==> src/rtl/cdc_vector_stable_strobe.sv <==
// rtl/cdc_vector_stable_strobe.sv - commits a CDC vector only after it has been stable for STABLE_CYCLES clocks
//
// Purpose:
//   Sits in the destination clock domain behind a vector CDC. The CDC output can
//   step through intermediate values, so a new value is committed only once it
//   has been sampled unchanged on STABLE_CYCLES consecutive rising edges. Each
//   commit is offered once on a valid/ready interface.
//
// Ports:
//   clk          destination-domain clock, rising edge
//   rst_n        synchronous active-low reset
//   data_in      vector from the CDC, already synchronous to clk
//   out_data     last committed value, held between commits
//   out_valid    committed value awaiting acceptance
//   out_ready    consumer accepts out_data when high with out_valid
//   out_stale    data_in differed from out_data at the last edge while out_valid
//   change_count saturating count of accepted commits
//                (only when CDC_VECTOR_STABLE_STROBE_CHANGE_COUNT_EN is defined)
//
// Optional feature macro: CDC_VECTOR_STABLE_STROBE_CHANGE_COUNT_EN

module cdc_vector_stable_strobe #(
  parameter int DATA_WIDTH    = 8,
  parameter int STABLE_CYCLES = 4,
  parameter int COUNT_WIDTH   = 16
) (
  input  logic                  clk,
  input  logic                  rst_n,
  input  logic [DATA_WIDTH-1:0] data_in,
  output logic [DATA_WIDTH-1:0] out_data,
  output logic                  out_valid,
  input  logic                  out_ready,
  output logic                  out_stale
`ifdef CDC_VECTOR_STABLE_STROBE_CHANGE_COUNT_EN
  ,
  output logic [COUNT_WIDTH-1:0] change_count
`endif
);

  generate
    if (DATA_WIDTH < 1 || STABLE_CYCLES < 1 || COUNT_WIDTH < 1) begin : g_param_check
      $error("cdc_vector_stable_strobe: DATA_WIDTH, STABLE_CYCLES and COUNT_WIDTH must be >= 1");
    end
  endgenerate

  // Counter holds at most STABLE_CYCLES-1, so clog2(STABLE_CYCLES+1) bits never wrap.
  localparam int CNT_W = ($clog2(STABLE_CYCLES + 1) < 1) ? 1 : $clog2(STABLE_CYCLES + 1);
  localparam logic [CNT_W-1:0] CNT_LAST = CNT_W'(STABLE_CYCLES - 1);
  localparam logic [CNT_W-1:0] CNT_ONE  = CNT_W'(1);
  // With a single required sample, a change commits directly from IDLE.
  localparam bit ONE_SHOT = (STABLE_CYCLES == 1);

  typedef enum logic [1:0] {
    S_IDLE     = 2'd0,
    S_SETTLING = 2'd1,
    S_PENDING  = 2'd2
  } state_t;

  state_t                  r_state;
  state_t                  w_state_nxt;
  logic [DATA_WIDTH-1:0]   r_out_data;
  logic [DATA_WIDTH-1:0]   r_cand;
  logic [CNT_W-1:0]        r_cnt;
  logic                    r_out_stale;

  logic                    w_neq_ref;
  logic                    w_eq_cand;
  logic                    w_accept;

  assign w_neq_ref = (data_in != r_out_data);
  assign w_eq_cand = (data_in == r_cand);
  assign w_accept  = (r_state == S_PENDING) && out_ready;

  // State register
  always_ff @(posedge clk) begin
    if (!rst_n) begin
      r_state <= S_IDLE;
    end else begin
      r_state <= w_state_nxt;
    end
  end

  // Next-state logic
  always_comb begin
    w_state_nxt = r_state;
    case (r_state)
      S_IDLE: begin
        if (w_neq_ref) begin
          w_state_nxt = ONE_SHOT ? S_PENDING : S_SETTLING;
        end
      end
      S_SETTLING: begin
        // cand never equals out_data, so the candidate match and the
        // glitch-return match are mutually exclusive.
        if (w_eq_cand) begin
          if (r_cnt == CNT_LAST) begin
            w_state_nxt = S_PENDING;
          end
        end else if (!w_neq_ref) begin
          w_state_nxt = S_IDLE;
        end
      end
      S_PENDING: begin
        // The handshake edge does not sample data_in; IDLE looks at it next edge.
        if (out_ready) begin
          w_state_nxt = S_IDLE;
        end
      end
      default: w_state_nxt = S_IDLE;
    endcase
  end

  // Outputs
  always_comb begin
    out_valid = (r_state == S_PENDING);
    out_data  = r_out_data;
    out_stale = r_out_stale;
  end

  // Datapath: committed value, candidate, stability count, stale flag
  always_ff @(posedge clk) begin
    if (!rst_n) begin
      r_out_data  <= '0;
      r_cand      <= '0;
      r_cnt       <= '0;
      r_out_stale <= 1'b0;
    end else begin
      case (r_state)
        S_IDLE: begin
          if (w_neq_ref) begin
            if (ONE_SHOT) begin
              r_out_data <= data_in;
            end else begin
              r_cand <= data_in;
              r_cnt  <= CNT_ONE;
            end
          end
        end
        S_SETTLING: begin
          if (w_eq_cand) begin
            if (r_cnt == CNT_LAST) begin
              r_out_data <= r_cand;
              r_cnt      <= '0;
            end else begin
              r_cnt <= r_cnt + CNT_ONE;
            end
          end else if (!w_neq_ref) begin
            r_cnt <= '0;
          end else begin
            r_cand <= data_in;
            r_cnt  <= CNT_ONE;
          end
        end
        S_PENDING: begin
          if (out_ready) begin
            r_out_stale <= 1'b0;
          end else begin
            r_out_stale <= w_neq_ref;
          end
        end
        default: begin
          r_cnt <= '0;
        end
      endcase
    end
  end

`ifdef CDC_VECTOR_STABLE_STROBE_CHANGE_COUNT_EN
  logic [COUNT_WIDTH-1:0] r_change_count;

  // Saturates at all-ones rather than wrapping.
  always_ff @(posedge clk) begin
    if (!rst_n) begin
      r_change_count <= '0;
    end else if (w_accept && (r_change_count != {COUNT_WIDTH{1'b1}})) begin
      r_change_count <= r_change_count + COUNT_WIDTH'(1);
    end
  end

  assign change_count = r_change_count;
`else
  logic w_accept_unused;
  assign w_accept_unused = w_accept;
`endif

endmodule

==> config.mk <==
export PLATFORM = sky130hd
export DESIGN_NAME = cdc_vector_stable_strobe
export DESIGN_NICKNAME = d
export VERILOG_FILES = /design/src/rtl/cdc_vector_stable_strobe.sv
export SDC_FILE = /design/constraint.sdc
export NUM_CORES = 1
export LEC_CHECK = 0
export BUFFER_PORTS_ARGS = -buffer_cell sky130_fd_sc_hd__buf_4
export CORE_MARGIN = 2
export CORE_UTILIZATION = 35
export DETAILED_ROUTE_END_ITERATION = 10
export PLACE_DENSITY = 0.65
export SLEW_MARGIN = 20
export SYNTH_ARGS = -nofsm -noshare
export SYNTH_HDL_FRONTEND = slang
export SYNTH_SLANG_ARGS = --single-unit
==> constraint.sdc <==
create_clock -name clk -period 2.5 [get_ports clk]
set_input_delay 0.375 -clock clk [delete_from_list [all_inputs] [get_ports clk]]
set_output_delay 0.375 -clock clk [all_outputs]
set_load 0.02 [all_outputs]
=== After elaboration in Yosys (flattened, before gate mapping) ===
Cells that the tools add are included.

* Add/sub/neg operators: 1
* Equality and inequality tests: 10
* Multiplexer cells: 15
* Bitwise operators: 1
* Reduce and logical (&&, ||, !) cells: 6

{| class="wikitable"
|+ Operators by type and width
! kind !! number
|-
| 2-to-1 mux 8 bit || 2
|-
| one-hot mux 8 bit (2 select lines) || 1
|-
| 2-to-1 mux 2 bit || 5
|-
| 2-to-1 mux 3 bit || 3
|-
| one-hot mux 3 bit (3 select lines) || 1
|-
| equality test 8 bit || 1
|-
| inequality test 8 bit || 1
|-
| inequality test 3 bit (second input constant) || 2
|-
| one-hot mux 2 bit (3 select lines) || 1
|-
| inequality test 2 bit (second input constant) || 2
|-
| AND reduction 2 bit || 2
|-
| AND reduction 4 bit || 1
|-
| adder 3 x 1 -> 3 bit (second input constant) || 1
|-
| equality test 3 x 2 -> 1 bit (second input constant) || 1
|-
| AND reduction 3 bit || 1
|-
| equality test 2 x 1 -> 1 bit (second input constant) || 1
|-
| equality test 2 bit (second input constant) || 1
|-
| zero test 2 bit || 1
|-
| 2-to-1 mux 1 bit || 2
|-
| inequality test 2 x 1 -> 1 bit (second input constant) || 1
|-
| nonzero test 2 bit || 1
|-
| inverter 1 bit || 1
|}

* Register bits: 22
* Bits of input ports: 11

=== Logic depth before layout (Yosys ltp) ===
Gate-level depths: netlist (run 1).

* Depth in word-level cells: 4
* Depth in mapped cells: 7
* Mapped depth without buffers: 5

=== Least setup slack after synthesis (run 1) ===
OpenSTA, ideal clock, no wires.

* Path type: input -> register
* Start: in data_in[1]
* End: reg r_out_data[1] (netlist: out_data[1])
* Library setup time: 72 ps
* Data arrival time: 1709 ps
* Required time: 2428 ps
* Path slack: 719 ps
* Stages: 7
* Buffers on the path: 2
* Cells stage by stage: xnor2_1 > nand4_1 > or4b_1 > buf_2 > nor3_2 > buf_6 > mux2i_1

* Longest elaborated chain between the ends: 2

{| class="wikitable"
|+ RTL lines
! what !! RTL line !! text
|-
| start, declared || 29 || <nowiki>input logic [DATA_WIDTH-1:0] data_in,</nowiki>
|-
| equality test 8 bit || 71 || <nowiki>assign w_eq_cand = (data_in == r_cand);</nowiki>
|-
| AND reduction 3 bit (no line) || n/a ||
|-
| end signal, assigned || 132 || <nowiki>r_out_data <= data_in;</nowiki>
|-
| end signal, assigned || 142 || <nowiki>r_out_data <= r_cand;</nowiki>
|-
| end, declared || 61 || <nowiki>logic [DATA_WIDTH-1:0] r_out_data;</nowiki>
|}

No other way between the ends.
A chain may end at the register's enable or synchronous reset.

=== Final worst setup path (run 1) ===
* Start: reg r_cand[2]
* End: reg r_out_data[6] (netlist: out_data[6])

* Longest elaborated chain between the ends: 2

{| class="wikitable"
|+ RTL lines
! what !! RTL line !! text
|-
| start, declared || 62 || <nowiki>logic [DATA_WIDTH-1:0] r_cand;</nowiki>
|-
| start signal, assigned || 134 || <nowiki>r_cand <= data_in;</nowiki>
|-
| start signal, assigned || 150 || <nowiki>r_cand <= data_in;</nowiki>
|-
| equality test 8 bit || 71 ||
|-
| AND reduction 3 bit (no line) || n/a ||
|}

No other way between the ends.

==> reports/metrics.yaml, run 1 <==
min_path:
  worstHoldPathType: "in2reg"
pwr:
  leakagePower_nw: 0.537
  vdd_drop_max_mv: 0.278
  total_power_mw: 0.628
  p_per_area_mw_per_mm2: 484
sta:
  hold_ws_ns: 0.320
  clock.fmax_mhz: 512
  setup_violations: 0
  slew_viol_final: 0
  final.period_utilization_pct: 78.1
  fin_skew_ns: 0.00677
  max_slew_margin_pct: 75.6
  grt_setup_unrepaired: "no"
  finalSetupTns_ns: 0
  worst_pin_slew_ns: 0.363
  hold_viol: 0
  fin_crit_ns: 1.95
worst_setup_path:
  end_kind: "flip-flop"
  cpPeakStageDelay_ns: 0.63
  required_ns: 2.75
  worst_path_dominant_cell_family: "simple AND/OR/NAND/NOR gates"
  cp_data_arrival_time_ns: 2.20
  path_cells: "xnor2_1 -> nand4_1 -> or4b_1 -> nor3_2 -> buf_4 -> mux2i_1"
  cp-start-kind: "flip-flop"
  worst-path-max-fanout: 5
  critical_path_class: "reg2reg"
  cp_num_buf_inv: 1
  critPathSlowestCell: "or4b_1"
synthesis:
  synth-adder-area-share_pct: 1.16
  synth-xor-area-share_pct: 12.9
  yosys-mux-area-fraction_pct: 15.7
  synth-simple-area-share_pct: 21.8
  synth.avg_cell_area_um2: 9.02
  seq_area_frac_synth_pct: 40.7
  syn_nets: 132
  syn_inst: 120
  synth_cell_types: 26
  synth_seq_cells: 22
  synth_compound_area_share_pct: 4.39
  synth_top_family_by_area: "simple AND/OR/NAND/NOR gates"
  synth_warnings: 0
  synth_area_mm2: 0.00108
routing:
  dr_wl_met3_um: 57
  remaining_drc_errors: 0
  met2_length_um: 1130
  top_layer: "met4"
  drt-initial-drc-count: 11
  dr.pass1.iters: 4
  met1_length_um: 985
  vias: 860
  ant_nets: 0
  wirelength_um: 2230
  drt-wirelength-per-cell_um: 12.8
  viasPerCell: 4.94
clock_tree:
  cts_buffer_depth: 2
  cts_tree: "yes"
  cts_setup_buffers: 0
  h-tree-depth: 1
  cts.sinks: 22
  hold_buffers: 0
  post_cts_resized: 0
  clock_latency_ns: 0.31
  cts_buffers: 3
  clk_pin_slew_ns: 0.12
  cts_root_buffer: "clkbuf_4"
layout:
  syn_to_final_growth_pct: 19.9
  n_antenna_cell: 0
  fin_area_mm2: 0.00130
  final_nets: 154
  layout_commonest_cell: "nand2_1"
  layout_common_cells: "30 x nand2_1, 22 x buf_4, 22 x dfxtp_1"
  drive_gt1_share_pct: 19.9
  final_cells: 174
grt:
  antenna_found_initial: 0
  grt_pass1_vias: 853
  grt_usage_pct: 14.7
  grt_max_degree: 31
  grt_overflow: 0
  grt_first_pass_wirelength_um: 3820
placed_design:
  place.gp.congestion: 0.735
  place_area_mm2: 0.00126
  dpl.hpwl_um: 1760
  port_buffers: 20
  dpl.cell_count: 170
floorplanning:
  ios: 21
  start_util_pct: 36.0
  rows: 20
  die_w_um: 59.6
  dieArea_mm2: 0.00355
  core_area_mm2: 0.00300
  die_h_um: 59.6
run:
  cap_violations: 0
status:
  outcome: "finished, final reports clean"
registers in the layout (all words and copies together), names as in the netlist:
| register | count |
|---|---|
| out_stale | 1 |
| r_state | 2 |
| r_cnt | 3 |
| r_cand | 8 |
| out_data | 8 |
kinds of logic after synthesis:
kind of cell / Yosys count
buf+inv: 7
mux: 17
simple gates: 50
fa+ha+maj: 1
xor+xnor: 16
flops: 22
compound gates: 7
routing by layer:
layer  up-vias  track usage [%]
li1        444                -
met3         5             2.40
met1       400             17.7
met2        11             24.8
met5         -                0
met4         0             7.62
per-stage QoR:
stage,util (%),setup WS (ns)
finish,43.2,0.548
global route,43.2,0.346
CTS,43.2,0.539
detailed placement,42.0,0.378
global placement,42.0,0.435
floorplan,-,0.719
synth_stat cells:
| cell type | number | area, µm² |
|---|---|---|
| or4b_1 | 1 | 10.0 |
| ha_1 | 1 | 12.5 |
| xnor2_1 | 8 | 70.1 |
| a22oi_1 | 1 | 7.51 |
| buf_2 | 1 | 5.00 |
| buf_6 | 1 | 11.3 |
| nor3_1 | 3 | 15.0 |
| dfxtp_1 | 22 | 440 |
| a21o_1 | 1 | 7.51 |
| xor2_1 | 8 | 70.1 |
| o21a_1 | 1 | 7.51 |
| inv_1 | 2 | 7.51 |
| nor2b_1 | 3 | 18.8 |
| nor3_2 | 1 | 10.0 |
| mux2i_1 | 17 | 170 |
| nor4_1 | 2 | 12.5 |
| nand2_1 | 30 | 113 |
| a21oi_1 | 1 | 5.00 |
| nand3_2 | 1 | 10.0 |
| nand2b_1 | 2 | 12.5 |
| nand4_1 | 3 | 18.8 |
| o21ai_0 | 2 | 10.0 |
| clkbuf_1 | 3 | 11.3 |
| o211a_1 | 1 | 10.0 |
| nor2_1 | 3 | 11.3 |
| nand3_1 | 1 | 5.00 |
worst paths after layout:
path              startpoint          end  slack, ns  depth (start not counted)
hold reg to reg     r_cnt[2]     r_cnt[2]       0.47                          1
setup / recovery   r_cand[2]  out_data[6]       0.55                          6
setup reg to reg   r_cand[2]  out_data[6]       0.55                          6
hold / removal    data_in[0]    r_cand[0]       0.32                          3
area by class of cell:
class | instances | area [µm²]
sequential | 22 | 440
inverter | 2 | 7.51
clock buffer | 4 | 36.3
multi-input combinational | 91 | 607
tap | 33 | 41.3
fill | 310 | 1710
timing repair buffer | 22 | 165
power breakdown:
part | internal, mW | switching, mW | total, mW
clock | 0.0891 | 0.106 | 0.195
sequential | 0.360 | 0.00677 | 0.367
combinational | 0.0319 | 0.0349 | 0.0668
worst min-delay path, delay by kind of cell:
family | cells | cell delay [ns]
buf+inv | 1 | 0.12
mux | 1 | 0.05
simple gates | 1 | 0.05
Power figures use the tool's default switching activity.
==> run 2: changes to the inputs <==
--- a/config.mk
+++ b/config.mk
@@ -5,11 +5,12 @@
 export SDC_FILE = /design/constraint.sdc
 export NUM_CORES = 1
 export LEC_CHECK = 0
+export ABC_AREA = 1
 export BUFFER_PORTS_ARGS = -buffer_cell sky130_fd_sc_hd__buf_4
 export CORE_MARGIN = 2
 export CORE_UTILIZATION = 35
 export DETAILED_ROUTE_END_ITERATION = 10
-export PLACE_DENSITY = 0.65
+export PLACE_DENSITY = 0.66
 export SLEW_MARGIN = 20
 export SYNTH_ARGS = -nofsm -noshare
 export SYNTH_HDL_FRONTEND = slang
==> constraint.sdc (replaced) <==
create_clock -name clk -period 1.6 [get_ports clk]
set_input_delay 0.24 -clock clk [delete_from_list [all_inputs] [get_ports clk]]
set_output_delay 0.24 -clock clk [all_outputs]
set_load 0.02 [all_outputs]
==> run 2 against run 1 <==
Compared with the run above: sequential share of layout area decreased by 4.3 points; flip-flop and latch count unchanged; wire length increased by 8.9%; final area increased by 16%; global-route usage decreased by 1.4 points; register-to-register slack got worse by 0.41 ns; power increased by 54%; utilization increased by 1.4 points; worst setup slack got worse by 0.41 ns; via count increased by 34%; first-iteration DRC count increased by 150%; non-clock buffer count increased by 2; critical endpoint is now r_cand[3].
==> reports/metrics.yaml, run 2 <==
routing:
  drt-wirelength-per-cell_um: 9.22
  drt-initial-drc-count: 27
  ant_nets: 0
  remaining_drc_errors: 0
  vias: 1152
  dr.pass1.iters: 4
  wirelength_um: 2430
  viasPerCell: 4.38
grt:
  grt_usage_pct: 13.3
  grt_first_pass_wirelength_um: 4280
  grt_max_degree: 19
  grt_overflow: 0
  grt_pass1_vias: 994
  grtUsageMet3_pct: 2.32
  met2_usage_pct: 21.6
  antenna_found_initial: 0
  use_met1_pct: 17.2
  grt-busiest-layer: "met2"
worst_setup_path:
  critical_path_class: "reg2reg"
  worst-path-max-fanout: 5
  cpPeakStageDelay_ns: 0.35
  worst_path_dominant_cell_family: "simple AND/OR/NAND/NOR gates"
  critPathSlowestCell: "dfxtp_1"
  cp_data_arrival_time_ns: 1.71
  end_kind: "flip-flop"
  cp_num_buf_inv: 1
  required_ns: 1.85
  path_cells: "xnor2_1 -> nand2_2 -> nor2_4 -> nand2_4 -> o21ai_4 -> buf_6 -> o21ai_1 -> nor2_1"
  cp-start-kind: "flip-flop"
sta:
  final.period_utilization_pct: 91.3
  setup_violations: 0
  hold_viol: 0
  clock.fmax_mhz: 684
  finalSetupTns_ns: 0
  hold_ws_ns: 0.189
  fin_skew_ns: 0.00113
  fin_crit_ns: 1.46
  worst_slack_ns: 0.139
  worst_pin_slew_ns: 0.281
  slew_viol_final: 0
  max_slew_margin_pct: 81.3
layout:
  drive_gt1_share_pct: 23.0
  fin_area_mm2: 0.00150
  syn_to_final_growth_pct: 21.4
  n_antenna_cell: 0
  layout_common_cells: "54 x nand2_1, 30 x inv_1, 26 x nor2_1"
  final_nets: 231
  fillers: 377
  layout_commonest_cell: "nand2_1"
pwr:
  p_per_area_mw_per_mm2: 646
  switchingPower_mw: 0.259
  leakagePower_nw: 0.724
  combPwrFrac_pct: 14.2
  power_frac_seq_pct: 59.5
  intPower_mw: 0.710
  total_power_mw: 0.969
  clock_power_share_pct: 26.2
  vdd_drop_max_mv: 0.326
  switching_share_pct: 26.7
placed_design:
  dpl.hpwl_um: 1850
  place.gp.congestion: 0.768
  place_area_mm2: 0.00144
  port_buffers: 20
  place_ws_ns: 0.100
floorplanning:
  start_util_pct: 36.8
  dieArea_mm2: 0.00402
  die_w_um: 63.4
  rows: 21
  ios: 21
  die_h_um: 63.4
  core_area_mm2: 0.00336
synthesis:
  yosysTopAreaCell: "dfxtp_1"
  seq_area_frac_synth_pct: 35.6
  synth_edf_count: 0
  synthMostInstantiatedCell: "nand2_1"
  synth_cell_types: 21
  synth_seq_cells: 22
  ys.flop_type: "dfxtp_1"
  synth_area_mm2: 0.00124
  synth.avg_cell_area_um2: 6.44
  synth_area_leaders: "dfxtp_1 36%, nand2_1 16%, inv_1 9.1%"
  syn_inst: 192
  synth_warnings: 0
  async_flop_share_pct: 0
  yosys-top-cells-count: "54 x nand2_1, 30 x inv_1, 27 x nor2_1"
  syn_nets: 204
  synth_top_area_share_pct: 35.6
clock_tree:
  cts.sinks: 22
  clock_latency_ns: 0.30
  hold_buffers: 0
  cts_buffers: 3
  cts_buffer_depth: 2
  cts_tree: "yes"
  cts_root_buffer: "clkbuf_4"
  h-tree-depth: 1
  clk_pin_slew_ns: 0.12
min_path:
  worstHoldPathType: "in2reg"
status:
  outcome: "finished, final reports clean"
run:
  cap_violations: 0
run 2: power groups by stage:
stage | registers, mW | clock network (mW) | logic (mW)
after detailed placement | 0.589 | 0 | 0.138
after global placement | 0.589 | 0 | 0.137
after CTS | 0.577 | 0.265 | 0.138
after floorplan | 0.586 | 0 | 0.0913
after global routing | 0.580 | 0.294 | 0.156
final | 0.577 | 0.254 | 0.138
run 2: cell type report:
cell class,instances,area (µm²),share of cell area [%]
Sequential cell,22,444,29.6
Tap cell,46,57.6,3.84
Multi-Input combinational cell,134,662,44.1
Timing Repair Buffer,24,184,12.3
Inverter,34,130,8.67
Clock buffer,3,22.5,1.50
run 2: worst paths after layout:
kind                                  from        end  cells past startpoint  slack [ns]
worst max-delay path             r_cand[3]  r_cand[3]                      8        0.14
worst min-delay path            data_in[1]  r_cand[1]                      3        0.19
worst max register to register   r_cand[3]  r_cand[3]                      8        0.14
worst min register to register    r_cnt[2]   r_cnt[2]                      2        0.46
run 2: kinds of logic after synthesis:
group	after synthesis	synth area share (%)
AND/OR/NAND/NOR	99	35.7
buffers and inverters	36	11.7
AO/OA/AOI/OAI	31	13.8
flip-flops	22	35.6
XOR/XNOR	3	2.13
adder cells (fa/ha/maj)	1	1.01
run 2: metal layers:
metal / part of all wire [%] / wire length (µm)
met3: 3.1 / 75
met1: 51 / 1230
met5: 0 / 0
met4: 0.91 / 22
met2: 45 / 1100
run 2: worst register-to-register path: cells and delay by family (launching register included):
family          cells  cell delay, ns
simple gates        4            0.38
compound gates      2            0.31
buf+inv             1            0.15
xor+xnor            1            0.22
flops               1            0.35
run 2: per-stage QoR:
step,cells,util [%]
after global placement,258,42.9
final,263,44.6
after floorplan,192,-
after global routing,263,44.6
after detailed placement,258,42.9
after CTS,261,43.6
run 2: timing repair:
action	in CTS	in global routing
resized for setup	0	6
setup endpoints to repair	0	10
setup buffers	0	2
==> run 3: changes to the inputs <==
--- a/config.mk
+++ b/config.mk
@@ -11,6 +11,7 @@
 export CORE_UTILIZATION = 35
 export DETAILED_ROUTE_END_ITERATION = 10
 export PLACE_DENSITY = 0.66
+export SETUP_SLACK_MARGIN = 0.4
 export SLEW_MARGIN = 20
 export SYNTH_ARGS = -nofsm -noshare
 export SYNTH_HDL_FRONTEND = slang
==> run 3 against run 2 <==
Compared with the run above: clock skew rose by 0.0091 ns; power up 7.9%; worst setup slack better by 0.016 ns; sequential share of layout area shrank 1.7 points; fmax grew 1.1%; global-route usage rose by 1.1 points; clock power is 22% higher; worst hold slack lost 0.00081 ns; sequential power decreased by 1%; cell count increased by 3.0%; utilization up 7.1 points; largest power group unchanged; via count is 8.1% higher.
==> reports/metrics.yaml, run 3 (synthesis results as in run 2) <==
worst_setup_path:
  worstReg2RegEnd: "out_data[6]"
  path_cells: "inv_1 -> nand2_1 -> nand2_1 -> nand2_2 -> nor2_4 -> nand2_4 -> nor2_4 -> nand2_8 -> o21ai_2 -> a21oi_2"
  worst-path-max-fanout: 9
  cp-start-kind: "flip-flop"
  reg2reg_from: "r_cand[5]"
  end_kind: "flip-flop"
  critPathSlowestCell: "dfxtp_2"
  cp_num_buf_inv: 1
  worst_path_dominant_cell_family: "simple AND/OR/NAND/NOR gates"
  required_ns: 1.81
  cpPeakStageDelay_ns: 0.36
  cp_data_arrival_time_ns: 1.65
  worstRegToRegCells: 10
  r2r_setup_slack_ns: 0.15
  endpoint: "out_data[6]"
  cp.depth: 10
  critPathLaunch: "r_cand[5]"
  critical_path_class: "reg2reg"
sta:
  worst_pin_slew_ns: 0.259
  worst_slack_ns: 0.155
  fin_skew_ns: 0.0102
  max_slew_margin_pct: 82.7
  slew_viol_final: 0
  final.period_utilization_pct: 90.3
  finalSetupTns_ns: 0
  grt_setup_unrepaired: "yes"
  hold_viol: 0
  clock.fmax_mhz: 692
  setup_violations: 0
  hold_ws_ns: 0.189
  fin_crit_ns: 1.45
clock_tree:
  clock_latency_ns: 0.31
  cts_tree: "yes"
  h-tree-depth: 1
  clk_pin_slew_ns: 0.13
  cts_buffers: 3
  cts_buffer_depth: 2
  cts_root_buffer: "clkbuf_4"
  cts.sinks: 22
layout:
  layout_common_cells: "50 x nand2_1, 26 x buf_4, 24 x nor2_1"
  layout_commonest_cell: "nand2_1"
  final_nets: 238
  final_cells: 271
  fin_area_mm2: 0.00174
  syn_to_final_growth_pct: 40.6
  final_core_util_pct: 51.7
  fillers: 363
  drive_gt1_share_pct: 46.2
  n_antenna_cell: 0
routing:
  ant_nets: 0
  remaining_drc_errors: 0
  dr.pass1.iters: 4
  viasPerCell: 4.59
  drt-initial-drc-count: 34
  vias: 1245
  drt-wirelength-per-cell_um: 10.3
  wirelength_um: 2780
grt:
  grt_overflow: 0
  antenna_found_initial: 0
  grt_pass1_vias: 1135
  grt_first_pass_wirelength_um: 4730
  grt_max_degree: 19
  grt_usage_pct: 14.3
min_path:
  holdPathStages: 4
  worstHoldPathType: "in2reg"
placed_design:
  place_ws_ns: 0.125
  port_buffers: 20
  dpl.hpwl_um: 1930
  place.gp.congestion: 0.769
  place_area_mm2: 0.00154
  dpl.cell_count: 259
floorplanning:
  rows: 21
  dieArea_mm2: 0.00402
  core_area_mm2: 0.00336
  start_util_pct: 36.8
  die_w_um: 63.4
  die_h_um: 63.4
  ios: 21
run:
  cap_violations: 0
status:
  outcome: "finished, final reports clean"
pwr:
  p_per_area_mw_per_mm2: 601
  leakagePower_nw: 0.812
  vdd_drop_max_mv: 0.283
  total_power_mw: 1.05
-- run 3: changes by cell type in the layout (fill, tap and decap cells not counted), moves of 3 or more --
cell and delta:
nand2_1 -4, xnor2_1 -3, buf_4 +3, xnor2_2 +3
inv_1 -7, dfxtp_4 +9, o21ai_2 +10, nand2_2 +4
dfxtp_2 +6, buf_6 +3, dfxtp_1 -15, o21ai_1 -10
nor2_4 +3, inv_2 +6
-- run 3: cell type report --
cell class / instances / area (µm²) / share of cell area (%)
well taps: 46 / 57.6 / 3.31
repair buffers: 30 / 240 / 13.8
inverters: 34 / 133 / 7.63
multi-input cells: 135 / 786 / 45.2
clock buffers: 4 / 36.3 / 2.09
flip-flops and latches: 22 / 485 / 27.9
-- run 3: worst reg2reg max path, delay by kind of cell (launching register included) --
kind                   cells  cell delay [ns]
AND/OR/NAND/NOR            7             0.77
flip-flops                 1             0.36
buffers and inverters      1             0.05
AO/OA/AOI/OAI              2             0.18
-- run 3: repair_timing --
item,4_1_cts,5_1_grt
cloned,0,1
setup endpoints to repair,22,23
resized for setup,7,25
setup buffers,3,4
hold buffers,0,0
pin swaps,8,11
-- run 3: how the worst min path moves through the flow --
stage | from | endpoint | slack, ns
floorplan | rst_n | out_data[0] | 0.37
global placement | r_cnt[2] | r_cnt[2] | 0.46
detailed placement | r_cnt[2] | r_cnt[2] | 0.46
CTS | out_ready | r_state[1] | 0.17
global route | data_in[6] | r_cand[6] | 0.19
finish | out_ready | r_state[1] | 0.19
-- run 3: power breakdown --
group | switching (mW) | total, mW | internal (mW)
clock | 0.172 | 0.311 | 0.139
combinational | 0.0902 | 0.165 | 0.0752
sequential | 0.0172 | 0.569 | 0.552
total | 0.279 | 1.05 | 0.766
-- run 3: per-layer routing --
layer | routed length, µm | track usage (%) | vias up
met2 | 1330 | 23.6 | 20
met4 | 17 | 4.89 | 0
met3 | 85 | 1.96 | 2
li1 | - | - | 659
met1 | 1350 | 19.2 | 564
met5 | 0 | 0 | -
